`src/rtl/i2c_cfg_pkg.sv`:
```
// Shared definitions for the I2C configuration sequencer.
//
// Contents:
//   ADDR_W, DATA_W, CMD_W  - field widths of one write command
//   DEFAULT_SLAVE_ADDR     - 8-bit write address of the HDMI transmitter
//   cfgState_t             - sequencer state encoding
//   packCmd()              - assembles {slave addr, reg addr, data}
package i2c_cfg_pkg;

  localparam int ADDR_W = 8;
  localparam int DATA_W = 8;
  localparam int CMD_W  = 24;

  localparam logic [ADDR_W-1:0] DEFAULT_SLAVE_ADDR = 8'h72;

  typedef enum logic [2:0] {
    IDLE,
    POWER_WAIT,
    LOAD,
    ISSUE,
    WAIT_BUSY,
    NEXT,
    DONE,
    ERROR
  } cfgState_t;

  function automatic logic [CMD_W-1:0] packCmd(
    input logic [ADDR_W-1:0] slaveAddr,
    input logic [ADDR_W-1:0] regAddr,
    input logic [DATA_W-1:0] data
  );
    return {slaveAddr, regAddr, data};
  endfunction

endpackage

```
`src/rtl/i2c_config_rom.sv`:
```
// HDMI transmitter init table with a registered read port.
//
// Ports:
//   clk      in   system clock
//   reset_n  in   synchronous active-low reset, clears the output register
//   en       in   capture the entry addressed by index at this edge
//   index    in   8-bit table index
//   entry    out  24-bit {slave addr, reg addr, data}; 0 for an index
//                 at or beyond NUM_ENTRIES or past the end of the table
module i2c_config_rom
  import i2c_cfg_pkg::*;
#(
  parameter int NUM_ENTRIES = 16
) (
  input  logic             clk,
  input  logic             reset_n,
  input  logic             en,
  input  logic [7:0]       index,
  output logic [CMD_W-1:0] entry
);

  // Power-up and basic video setup for the transmitter at 0x72.
  function automatic logic [CMD_W-1:0] tableLookup(input logic [7:0] idx);
    case (idx)
      8'd0:    return packCmd(DEFAULT_SLAVE_ADDR, 8'h41, 8'h10);
      8'd1:    return packCmd(DEFAULT_SLAVE_ADDR, 8'h98, 8'h03);
      8'd2:    return packCmd(DEFAULT_SLAVE_ADDR, 8'h9A, 8'hE0);
      8'd3:    return packCmd(DEFAULT_SLAVE_ADDR, 8'h9C, 8'h30);
      8'd4:    return packCmd(DEFAULT_SLAVE_ADDR, 8'h9D, 8'h61);
      8'd5:    return packCmd(DEFAULT_SLAVE_ADDR, 8'hA2, 8'hA4);
      8'd6:    return packCmd(DEFAULT_SLAVE_ADDR, 8'hA3, 8'hA4);
      8'd7:    return packCmd(DEFAULT_SLAVE_ADDR, 8'hE0, 8'hD0);
      8'd8:    return packCmd(DEFAULT_SLAVE_ADDR, 8'hF9, 8'h00);
      8'd9:    return packCmd(DEFAULT_SLAVE_ADDR, 8'h15, 8'h00);
      8'd10:   return packCmd(DEFAULT_SLAVE_ADDR, 8'h16, 8'h30);
      8'd11:   return packCmd(DEFAULT_SLAVE_ADDR, 8'h17, 8'h00);
      8'd12:   return packCmd(DEFAULT_SLAVE_ADDR, 8'h18, 8'h46);
      8'd13:   return packCmd(DEFAULT_SLAVE_ADDR, 8'hAF, 8'h06);
      8'd14:   return packCmd(DEFAULT_SLAVE_ADDR, 8'hD6, 8'hC0);
      8'd15:   return packCmd(DEFAULT_SLAVE_ADDR, 8'h55, 8'h10);
      default: return '0;
    endcase
  endfunction

  // Only updates when enabled so the command stays stable between lookups.
  always_ff @(posedge clk) begin
    if (!reset_n) begin
      entry <= '0;
    end else if (en) begin
      entry <= (int'(index) < NUM_ENTRIES) ? tableLookup(index) : '0;
    end
  end

endmodule

```
`src/rtl/i2c_config_sequencer.sv`:
```
// Walks the HDMI transmitter init table and drives the I2C write engine
// through a go/busy/nack handshake, one 24-bit command at a time.
//
// Ports:
//   clk, reset_n   clock and synchronous active-low reset
//   start          level request for a configuration run, honoured in IDLE
//   i2c_cmd        {slave addr, reg addr, data} for the current entry
//   i2c_go         transaction request, held until the engine reports busy
//   i2c_busy       engine mid-transaction
//   i2c_nack       engine ack result, sampled when i2c_busy falls
//   busy           run in progress
//   config_done    sticky, whole table written
//   config_error   sticky, NACK or transaction timeout
//   entry_index    current or last (failing) entry
//
// Build option: define I2C_CFG_RETRY_EN to retry a NACKed entry up to
// RETRY_LIMIT times before flagging an error. Timeouts never retry.
module i2c_config_sequencer
  import i2c_cfg_pkg::*;
#(
  parameter int NUM_ENTRIES    = 16,
  parameter int POWERUP_WAIT   = 1000,
  parameter int TIMEOUT_CYCLES = 65535,
  parameter int RETRY_LIMIT    = 3
) (
  input  logic             clk,
  input  logic             reset_n,
  input  logic             start,
  output logic [CMD_W-1:0] i2c_cmd,
  output logic             i2c_go,
  input  logic             i2c_busy,
  input  logic             i2c_nack,
  output logic             busy,
  output logic             config_done,
  output logic             config_error,
  output logic [7:0]       entry_index
);

  localparam int WAIT_W = (POWERUP_WAIT < 2) ? 1 : $clog2(POWERUP_WAIT);
  localparam int TO_W   = (TIMEOUT_CYCLES < 2) ? 1 : $clog2(TIMEOUT_CYCLES);

  localparam logic [WAIT_W-1:0] WAIT_LAST  =
    (POWERUP_WAIT < 1) ? '0 : WAIT_W'(POWERUP_WAIT - 1);
  localparam logic [TO_W-1:0]   TO_LAST    = TO_W'(TIMEOUT_CYCLES - 1);
  localparam logic [7:0]        LAST_INDEX = 8'(NUM_ENTRIES - 1);

  cfgState_t         state;
  logic [WAIT_W-1:0] waitCnt;
  logic [TO_W-1:0]   toCnt;
  logic              romEn;

`ifdef I2C_CFG_RETRY_EN
  localparam int RETRY_W = (RETRY_LIMIT < 1) ? 1 : $clog2(RETRY_LIMIT + 1);
  localparam logic [RETRY_W-1:0] RETRY_LAST = RETRY_W'(RETRY_LIMIT);
  logic [RETRY_W-1:0] retryCnt;
`endif

  // The ROM register is the command register: it is loaded only in LOAD.
  assign romEn = (state == LOAD);

  i2c_config_rom #(
    .NUM_ENTRIES(NUM_ENTRIES)
  ) uRom (
    .clk    (clk),
    .reset_n(reset_n),
    .en     (romEn),
    .index  (entry_index),
    .entry  (i2c_cmd)
  );

  // Done/error/busy are updated on the transition into DONE/ERROR, so
  // those states only spend one cycle before returning to IDLE. The
  // timeout counter runs across ISSUE and WAIT_BUSY and expires on the
  // TIMEOUT_CYCLES-th edge after entering ISSUE.
  always_ff @(posedge clk) begin
    if (!reset_n) begin
      state        <= IDLE;
      waitCnt      <= '0;
      toCnt        <= '0;
      i2c_go       <= 1'b0;
      busy         <= 1'b0;
      config_done  <= 1'b0;
      config_error <= 1'b0;
      entry_index  <= '0;
`ifdef I2C_CFG_RETRY_EN
      retryCnt     <= '0;
`endif
    end else begin
      case (state)
        IDLE: begin
          if (start) begin
            config_done  <= 1'b0;
            config_error <= 1'b0;
            entry_index  <= '0;
            busy         <= 1'b1;
            waitCnt      <= '0;
            state        <= POWER_WAIT;
          end
        end

        POWER_WAIT: begin
          if (POWERUP_WAIT == 0 || waitCnt == WAIT_LAST) begin
            state <= LOAD;
          end else begin
            waitCnt <= waitCnt + 1'b1;
          end
        end

        LOAD: begin
          toCnt  <= '0;
          i2c_go <= 1'b1;
          state  <= ISSUE;
`ifdef I2C_CFG_RETRY_EN
          retryCnt <= '0;
`endif
        end

        ISSUE: begin
          if (toCnt == TO_LAST) begin
            i2c_go       <= 1'b0;
            config_error <= 1'b1;
            busy         <= 1'b0;
            state        <= ERROR;
          end else begin
            toCnt <= toCnt + 1'b1;
            if (i2c_busy) begin
              i2c_go <= 1'b0;
              state  <= WAIT_BUSY;
            end
          end
        end

        WAIT_BUSY: begin
          if (toCnt == TO_LAST) begin
            config_error <= 1'b1;
            busy         <= 1'b0;
            state        <= ERROR;
          end else if (!i2c_busy) begin
            if (!i2c_nack) begin
              state <= NEXT;
`ifdef I2C_CFG_RETRY_EN
            end else if (retryCnt < RETRY_LAST) begin
              retryCnt <= retryCnt + 1'b1;
              toCnt    <= '0;
              i2c_go   <= 1'b1;
              state    <= ISSUE;
`endif
            end else begin
              config_error <= 1'b1;
              busy         <= 1'b0;
              state        <= ERROR;
            end
          end else begin
            toCnt <= toCnt + 1'b1;
          end
        end

        NEXT: begin
          if (entry_index == LAST_INDEX) begin
            config_done <= 1'b1;
            busy        <= 1'b0;
            state       <= DONE;
          end else begin
            entry_index <= entry_index + 1'b1;
            state       <= LOAD;
          end
        end

        DONE:    state <= IDLE;
        ERROR:   state <= IDLE;
        default: state <= IDLE;
      endcase
    end
  end

endmodule

```
`config.mk`:
```
export PLATFORM = sky130hd
export DESIGN_NAME = i2c_config_sequencer
export DESIGN_NICKNAME = d
export VERILOG_FILES = /design/src/rtl/i2c_cfg_pkg.sv /design/src/rtl/i2c_config_rom.sv /design/src/rtl/i2c_config_sequencer.sv
export SDC_FILE = /design/constraint.sdc
export NUM_CORES = 1
export LEC_CHECK = 0
export BUFFER_PORTS_ARGS = -buffer_cell sky130_fd_sc_hd__buf_4
export CORE_ASPECT_RATIO = 1.1
export CORE_MARGIN = 1
export CORE_UTILIZATION = 52
export DETAILED_ROUTE_END_ITERATION = 12
export PLACE_DENSITY = 0.76
export SYNTH_ARGS = -nofsm -noshare
export SYNTH_HDL_FRONTEND = slang
export SYNTH_HIERARCHICAL = 1
export SYNTH_SLANG_ARGS = --single-unit
```
`constraint.sdc`:
```
create_clock -name clk -period 2.1 [get_ports clk]
set_clock_uncertainty 0.05 [all_clocks]
set_input_delay 0.42 -clock clk [delete_from_list [all_inputs] [get_ports clk]]
set_output_delay 0.42 -clock clk [all_outputs]
set_load 0.01 [all_outputs]
```
==> results of run 1 <==
[synth_stat cells (8+ instances only)]
library cell | n | share of area
buf_4 | 9 | 0.021
xor2_1 | 14 | 0.038
nand3_1 | 11 | 0.017
a21oi_1 | 13 | 0.020
nand2b_1 | 8 | 0.015
ha_1 | 11 | 0.043
xnor2_1 | 13 | 0.035
nand2_1 | 28 | 0.032
o21ai_0 | 10 | 0.015
inv_1 | 12 | 0.014
nor2_1 | 43 | 0.050
nand4_1 | 11 | 0.021
dfxtp_1 | 57 | 0.35
[power breakdown]
part	switching [mW]	leakage [nW]	internal, mW
Clock	0.415	0.0915	0.516
Combinational	0.0678	0.899	0.0431
Sequential	0.00866	0.460	1.09
[final cells by class]
type / count / area, um2
fill: 511 / 2120
clock buffer: 13 / 169
inverter: 13 / 48.8
timing repair buffer: 51 / 383
clock inverter: 2 / 12.5
tap: 77 / 96.3
multi-input combinational: 282 / 1910
sequential: 57 / 1140
[flip-flops by register name (all words and copies together), names as in the netlist]
register      flops
busy              1
config_error      1
config_done       1
state             3
toCnt            16
i2c_go            1
waitCnt          10
uRom/entry       16
entry_index       8
[routing by layer]
layer,up-vias,global-route usage,share of wire
li1,1402,-,-
met1,1290,0.266,0.45
met2,47,0.376,0.50
met3,6,0.0467,0.033
met4,0,0.108,0.012
met5,-,0,0
[worst max path at each step]
stage	slack, ns	depth (start not counted)	end
after floorplan	0.15	6	uRom/entry[0]$_SDFFE_PN0P_
after global placement	0.27	7	config_error$_SDFFE_PN0P_
after detailed placement	0.17	7	config_error$_SDFFE_PN0P_
after CTS	0.15	7	config_error$_SDFFE_PN0P_
after global routing	0.01	7	busy$_SDFFE_PN0P_
final	0.13	7	config_error$_SDFFE_PN0P_
[critical path: cells and delay by family (launching register included)]
| family | cells | cell delay (ns) |
|---|---|---|
| buffers and inverters | 1 | 0.08 |
| DFF | 1 | 0.37 |
| adders and majority gates | 1 | 0.21 |
| AOI/OAI and AO/OA | 2 | 0.51 |
| and+or+nand+nor | 3 | 0.64 |
[logic make-up (layout without fill, tap and decap cells)]
family          count (synthesis)  count (layout)  synth area share
compound gates                 71              71             0.176
xor+xnor                       27              27            0.0731
fa+ha+maj                      11              11            0.0425
buf+inv                        34              79            0.0611
flops                          57              57             0.353
mux                             7               7            0.0217
other cells                     1               5           0.00116
simple gates                  161             161             0.271
[metrics by stage]
step | cells | setup slack (ns) | utilization | hold slack (ns) | total power [mW]
after floorplan | 373 | 0.151 | - | 0.408 | 1.20
after global placement | 480 | 0.268 | 0.609 | 0.402 | 1.23
after detailed placement | 480 | 0.174 | 0.609 | 0.409 | 1.23
after CTS | 495 | 0.147 | 0.640 | 0.336 | 2.17
after global routing | 495 | 0.0122 | 0.640 | 0.343 | 2.23
final | 495 | 0.126 | 0.640 | 0.350 | 2.14
==> flow_summary.json, run 1 <==
{
  "crit_type": "register to register",
  "hold_path.class": "primary input to register",
  "via_per_inst": 5.55,
  "stdcell_area_mm2": 0.00376,
  "n_antenna_cell": 0,
  "fin_crit_ns": 1.97,
  "drt_wl_total_mm": 6.75,
  "tns_ns": 0,
  "crit_fanout": 12,
  "antenna_found_initial": 0,
  "hold_violations": 0,
  "cts_tree": "built",
  "r2r-start": "toCnt[0]$_SDFFE_PN0P_",
  "worst_ir_drop_vdd_mv": 0.390,
  "layout_common_cells": "57 x dfxtp_1, 51 x buf_4, 43 x nor2_1",
  "clockRootBuffer": "clkbuf_8",
  "postRouteAntennaNets": 0,
  "synthesis.area_mm2": 0.00324,
  "status": "complete, no violations",
  "grt_pass1_wl_mm": 11.7,
  "period_share": 0.940,
  "die_x_um": 77.2,
  "r2r_slack_ns": 0.13,
  "rsz0062_at_grt": "false",
  "setup_viol": 0,
  "async_flop_share": 0,
  "max_stage_delay_ns": 0.45,
  "gp_congestion": 0.856,
  "cp.arrival_ns": 2.15,
  "grt_remaining_overflow": 0,
  "synth_edf_count": 0,
  "ys_warn_count": 6,
  "clk_pin_slew_ns": 0.06,
  "numCtsBuffers": 9,
  "drive_gt1_frac": 0.199,
  "wl_per_cell_um": 13.6,
  "num_vias": 2745,
  "hold_buffers": 0,
  "power_per_cell_area_mw_per_mm2": 569,
  "synth_seq_cells": 57,
  "ys.flop_type": "dfxtp_1",
  "seq_area_frac_synth": 0.353,
  "worstPathCellList": "inv_1 -> ha_1 -> and3_1 -> and4_4 -> o31ai_1 -> nand2b_1 -> a21oi_1",
  "ios": 41,
  "area_delta_synth_final_pct": 16.3,
  "cp.required_ns": 2.28,
  "clkLatencyLatePin_ns": 0.33,
  "crit_start": "toCnt[0]$_SDFFE_PN0P_",
  "avgSynthCellArea_um2": 8.77,
  "drv_slew": 0,
  "start_util": 0.550,
  "place_area_mm2": 0.00358,
  "core_area_mm2": 0.00588,
  "setup.worst_path.start_class": "register",
  "fmax_mhz": 507,
  "htreeDepth": 3,
  "cts_setup_buffers": 0,
  "grt_max_degree": 30,
  "clock-sinks": 57,
  "end_kind": "register",
  "drv_cap": 0,
  "worst_path_max_delay_cell": "o31ai_1",
  "syn-instance-count": 369,
  "track_usage": 0.222,
  "grt_pass1_vias": 2652,
  "ys_types": 67,
  "hold_end": "config_error$_SDFFE_PN0P_",
  "drt_iter0_markers": 159,
  "drc_errors": 0,
  "final_common_cell": "dfxtp_1",
  "dr.pass1.iters": 4,
  "min_path_cells": 4,
  "nets": 430,
  "port_buffers": 35,
  "leakage_nw": 1.45,
  "die_h_um": 84.7,
  "place_hpwl_mm": 4.84,
  "ff2ff_path_depth": 7,
  "clockBufferDepth": 2,
  "r2r_end": "config_error$_SDFFE_PN0P_",
  "holdCritStartpoint": "start",
  "dieArea_mm2": 0.00654,
  "post_cts_resized": 0,
  "rows": 29
}
No activity file was read; power rests on OpenSTA's default activity.
==> run 2: changes to the inputs <==
--- a/config.mk
+++ b/config.mk
@@ -8,10 +8,10 @@
 export BUFFER_PORTS_ARGS = -buffer_cell sky130_fd_sc_hd__buf_4
 export CORE_ASPECT_RATIO = 1.1
 export CORE_MARGIN = 1
-export CORE_UTILIZATION = 52
+export CORE_UTILIZATION = 53
+export CTS_CLUSTER_SIZE = 16
 export DETAILED_ROUTE_END_ITERATION = 12
 export PLACE_DENSITY = 0.76
 export SYNTH_ARGS = -nofsm -noshare
 export SYNTH_HDL_FRONTEND = slang
-export SYNTH_HIERARCHICAL = 1
 export SYNTH_SLANG_ARGS = --single-unit
==> flow_summary.json, run 2 <==
{
  "area_delta_synth_final_pct": 31.3,
  "seq_area_frac_synth": 0.381,
  "power_per_cell_area_mw_per_mm2": 520,
  "place_inst": 583,
  "ys_types": 70,
  "pwr-share-clk": 0.416,
  "min_path_cells": 2,
  "start_util": 0.560,
  "die_x_um": 82.5,
  "ff2ff_path_depth": 8,
  "hold_violations": 0,
  "synth_seq_cells": 72,
  "dr.pass1.iters": 5,
  "cts_tree": "built",
  "place_hpwl_mm": 6.53,
  "power_mw": 2.58,
  "ios": 41,
  "cp.arrival_ns": 2.60,
  "via_per_inst": 6.02,
  "synth_commonest_cells": "72 x dfxtp_1, 44 x nand2_1, 27 x nor2_1",
  "drv_slew": 0,
  "end_kind": "register",
  "p_sw_frac": 0.274,
  "tightest_slew_ns": 0.594,
  "yosys.area.top_type": "dfxtp_1",
  "htreeDepth": 3,
  "antenna_found_initial": 0,
  "gp_congestion": 0.904,
  "die_h_um": 90.6,
  "timing.slew.headroom": 0.594,
  "cp.required_ns": 2.36,
  "violations": "negative setup slack",
  "ys_warn_count": 0,
  "hold_path.class": "primary input to register",
  "final_common_cell": "buf_4",
  "leakage_nw": 2.09,
  "async_flop_share": 0,
  "wl_per_cell_um": 17.0,
  "synth_top_area_share": 0.381,
  "postRouteAntennaNets": 0,
  "clockRootBuffer": "clkbuf_8",
  "clock-sinks": 72,
  "syn-instance-count": 432,
  "rsz0062_at_grt": "true",
  "crit_type": "register to register",
  "worst_ir_drop_vdd_mv": 0.567,
  "tns_ns": -2.39,
  "fmax_mhz": 427,
  "grt_pass1_vias": 3346,
  "status": "finished with violations",
  "place_area_mm2": 0.00450,
  "track_usage": 0.284,
  "finalNonFillerCells": 605,
  "stdcell_area_mm2": 0.00496,
  "drc_errors": 0,
  "worst_slack_ns": -0.241,
  "synth_edf_count": 0,
  "p_int_mw": 1.87,
  "dieArea_mm2": 0.00747,
  "clk_pin_slew_ns": 0.10,
  "clockBufferDepth": 2,
  "grt_remaining_overflow": 0,
  "synth.most_common_cell": "dfxtp_1",
  "layout_common_cells": "92 x buf_4, 70 x dfxtp_1, 42 x nand2_1",
  "n_antenna_cell": 0,
  "nets": 535,
  "rows": 31,
  "p_comb_frac": 0.050,
  "seqPwrFrac": 0.534,
  "setup_viol": 15,
  "avgSynthCellArea_um2": 8.75,
  "hold_ws_ns": 0.290,
  "ys.flop_type": "dfxtp_1",
  "grt_pass1_wl_mm": 16.2,
  "switching_power_mw": 0.707,
  "utilization": 0.735,
  "drt_wl_total_mm": 10.3,
  "crit_fanout": 5,
  "drt_iter0_markers": 280,
  "synth.area.top_cells": "dfxtp_1 38%, nand2_1 4.4%, ha_1 4.0%",
  "setup.worst_path.start_class": "register",
  "drive_gt1_frac": 0.331,
  "fin_crit_ns": 2.34,
  "numCtsBuffers": 9,
  "pre_cts_ws_ns": -0.250,
  "period_share": 1.11,
  "drv_cap": 0,
  "core_area_mm2": 0.00675,
  "num_vias": 3644,
  "port_buffers": 35,
  "synthesis.area_mm2": 0.00378,
  "grt_max_degree": 28,
  "clkLatencyLatePin_ns": 0.37
}
[run 2: cell families after synthesis]
logic type                 Yosys count  synth area share
and+or+nand+nor                    162             0.229
AOI/OAI and AO/OA                  104             0.201
DFF                                 72             0.381
buffers and inverters               50            0.0662
muxes                               17            0.0490
xor gates and xnor gates            14            0.0325
adders and majority gates           12            0.0397
other                                1          0.000992
[run 2: timing repair]
item,in CTS,in global routing
hold endpoints to repair,0,0
setup endpoints to repair,15,39
pin swaps,12,10
gates resized for setup,27,26
buffers inserted,4,2
hold buffers,0,0
[run 2: worst paths after layout]
| kind | start | slack, ns | to |
|---|---|---|---|
| max | entry_index[4]$_SDFFE_PN0N_ | -0.24 | register |
| min | reset_n | 0.29 | config_done$_SDFFE_PN0P_ |
| max reg2reg | entry_index[4]$_SDFFE_PN0N_ | -0.24 | register |
| min reg2reg | register | 0.40 | uRom.entry[1]$_SDFFE_PN0P_ |
[run 2: area by class of cell]
| class | count | area, um2 |
|---|---|---|
| Fill cell | 513 | 1790 |
| Inverter | 17 | 78.8 |
| Clock inverter | 7 | 61.3 |
| Multi-Input combinational cell | 314 | 2310 |
| Tap cell | 82 | 103 |
| Timing Repair Buffer | 104 | 835 |
| Sequential cell | 72 | 1450 |
| Clock buffer | 9 | 124 |
[run 2: routing by layer]
| layer | vias up | global-route usage | part of all wire |
|---|---|---|---|
| met5 | - | 0 | 0 |
| met3 | 34 | 0.0495 | 0.056 |
| met1 | 1734 | 0.364 | 0.43 |
| met2 | 129 | 0.449 | 0.47 |
| met4 | 0 | 0.141 | 0.037 |
| li1 | 1747 | - | - |
[run 2: critical path, stage by stage (launching register included)]
cell and delay [ns]:
dfxtp_4 0.35, or4_4 0.53, o211ai_1 0.36, o21ai_4 0.13, nand2_4 0.15, buf_6 0.13
ha_4 0.22, mux2_4 0.27, a21oi_2 0.11
[run 2: power by group through the flow]
| stage | Sequential (mW) | Combinational (mW) | Clock, mW |
|---|---|---|---|
| floorplan | 1.41 | 0.0806 | 0 |
| global placement | 1.41 | 0.125 | 0 |
| detailed placement | 1.41 | 0.127 | 0 |
| CTS | 1.38 | 0.127 | 1.08 |
| global route | 1.38 | 0.141 | 1.15 |
| finish | 1.38 | 0.129 | 1.08 |
==> run 3: changes to the inputs <==
--- a/config.mk
+++ b/config.mk
@@ -11,6 +11,7 @@
 export CORE_UTILIZATION = 53
 export CTS_CLUSTER_SIZE = 16
 export DETAILED_ROUTE_END_ITERATION = 12
+export MAX_ROUTING_LAYER = met4
 export PLACE_DENSITY = 0.76
 export SYNTH_ARGS = -nofsm -noshare
 export SYNTH_HDL_FRONTEND = slang
==> flow_summary.json, run 3 (synthesis gave the netlist of run 2 again) <==
{
  "pre_cts_ws_ns": -0.266,
  "worst_ir_drop_vdd_mv": 0.405,
  "power_per_cell_area_mw_per_mm2": 551,
  "drive_gt1_frac": 0.323,
  "leakage_nw": 2.11,
  "ios": 41,
  "drt_iter0_markers": 266,
  "htreeDepth": 3,
  "setup.worst_path.start_class": "register",
  "end_kind": "register",
  "worst_slack_ns": -0.286,
  "status": "finished with violations",
  "place_inst": 581,
  "start_util": 0.560,
  "dr.pass1.iters": 6,
  "fmax_mhz": 419,
  "n_antenna_cell": 0,
  "area_delta_synth_final_pct": 30.9,
  "crit_type": "register to register",
  "grt_pass1_wl_mm": 15.9,
  "rows": 31,
  "die_x_um": 82.5,
  "nets": 538,
  "timing.slew.headroom": 0.656,
  "period_share": 1.14,
  "finalNonFillerCells": 608,
  "num_vias": 3585,
  "clk_pin_slew_ns": 0.08,
  "hold_violations": 0,
  "track_usage": 0.282,
  "tns_ns": -2.87,
  "drc_errors": 0,
  "hold_path.class": "register to register",
  "clkLatencyLatePin_ns": 0.35,
  "final_common_cell": "buf_4",
  "antenna_found_initial": 0,
  "worstPathCellList": "or4_4 -> o21a_4 -> mux2i_4 -> buf_4 -> ha_2 -> a31oi_1 -> a311o_1 -> o22ai_1",
  "violations": "negative setup slack",
  "die_h_um": 90.6,
  "core_area_mm2": 0.00675,
  "wl_per_cell_um": 16.3,
  "clockBufferDepth": 2,
  "port_buffers": 35,
  "utilization": 0.733,
  "grt_max_degree": 28,
  "via_per_inst": 5.90,
  "clock-sinks": 72,
  "layout_common_cells": "103 x buf_4, 70 x dfxtp_1, 43 x nand2_1",
  "worst_path_max_delay_cell": "or4_4",
  "cp.required_ns": 2.33,
  "fin_crit_ns": 2.39,
  "cts_tree": "built",
  "place_hpwl_mm": 6.66,
  "power_mw": 2.72,
  "max_stage_delay_ns": 0.57,
  "grt_pass1_vias": 3390,
  "setup_viol": 16,
  "drt_wl_total_mm": 9.94,
  "clockRootBuffer": "clkbuf_8",
  "postRouteAntennaNets": 0,
  "numCtsBuffers": 9,
  "drv_cap": 0,
  "crit_fanout": 5,
  "grt_remaining_overflow": 0,
  "dieArea_mm2": 0.00747,
  "tightest_slew_ns": 0.510,
  "cp.arrival_ns": 2.61,
  "gp_congestion": 0.927,
  "drv_slew": 0,
  "rsz0062_at_grt": "true"
}
run 3: what timing repair did:
action,CTS,global route
hold buffers,0,0
setup endpoints to repair,17,42
pin swaps,5,8
gates resized for setup,14,22
buffers inserted,5,7
run 3: routing by layer:
metal,track usage,wire [um],up-vias
li1,-,-,1756
met1,0.358,4400,1670
met2,0.429,4760,126
met3,0.0535,486,33
met4,0.124,283,0
met5,-,0,-
run 3: cell type report:
type	instances	area (um2)
timing repair buffer	107	831
inverter	17	78.8
multi-input combinational	314	2270
tap	82	103
clock buffer	9	124
fill	532	1800
clock inverter	7	95.1
sequential	72	1450
run 3: worst paths after layout:
| path | end | cells after the start | startpoint | slack (ns) |
|---|---|---|---|---|
| setup reg to reg | register | 8 | entry_index[4]$_SDFFE_PN0N_ | -0.29 |
| hold reg to reg | uRom.entry[11]$_SDFFE_PN0P_ | 1 | register | 0.39 |
| hold / removal | uRom.entry[11]$_SDFFE_PN0P_ | 1 | register | 0.39 |
| setup / recovery | register | 8 | entry_index[4]$_SDFFE_PN0N_ | -0.29 |
run 3: power by group:
group	internal, mW	switching [mW]
Sequential	1.37	0.00719
Combinational	0.0501	0.0782
Clock	0.671	0.546
run 3: worst max-delay path, delay by kind of cell (launching register included):
kind,cells,cell delay (ns)
multiplexers,1,0.25
AO/OA/AOI/OAI,4,0.74
buffers and inverters,1,0.16
adder cells (fa/ha/maj),1,0.21
flip-flops,1,0.34
AND/OR/NAND/NOR,1,0.57
run 3: through the flow:
step | area (um2) | hold WS (ns)
6_report | 4940 | 0.392
4_1_cts | 4810 | 0.393
3_3_place_gp | 4490 | 0.373
3_5_place_dp | 4490 | 0.375
5_1_grt | 4940 | 0.399
2_1_floorplan | 3840 | 0.370
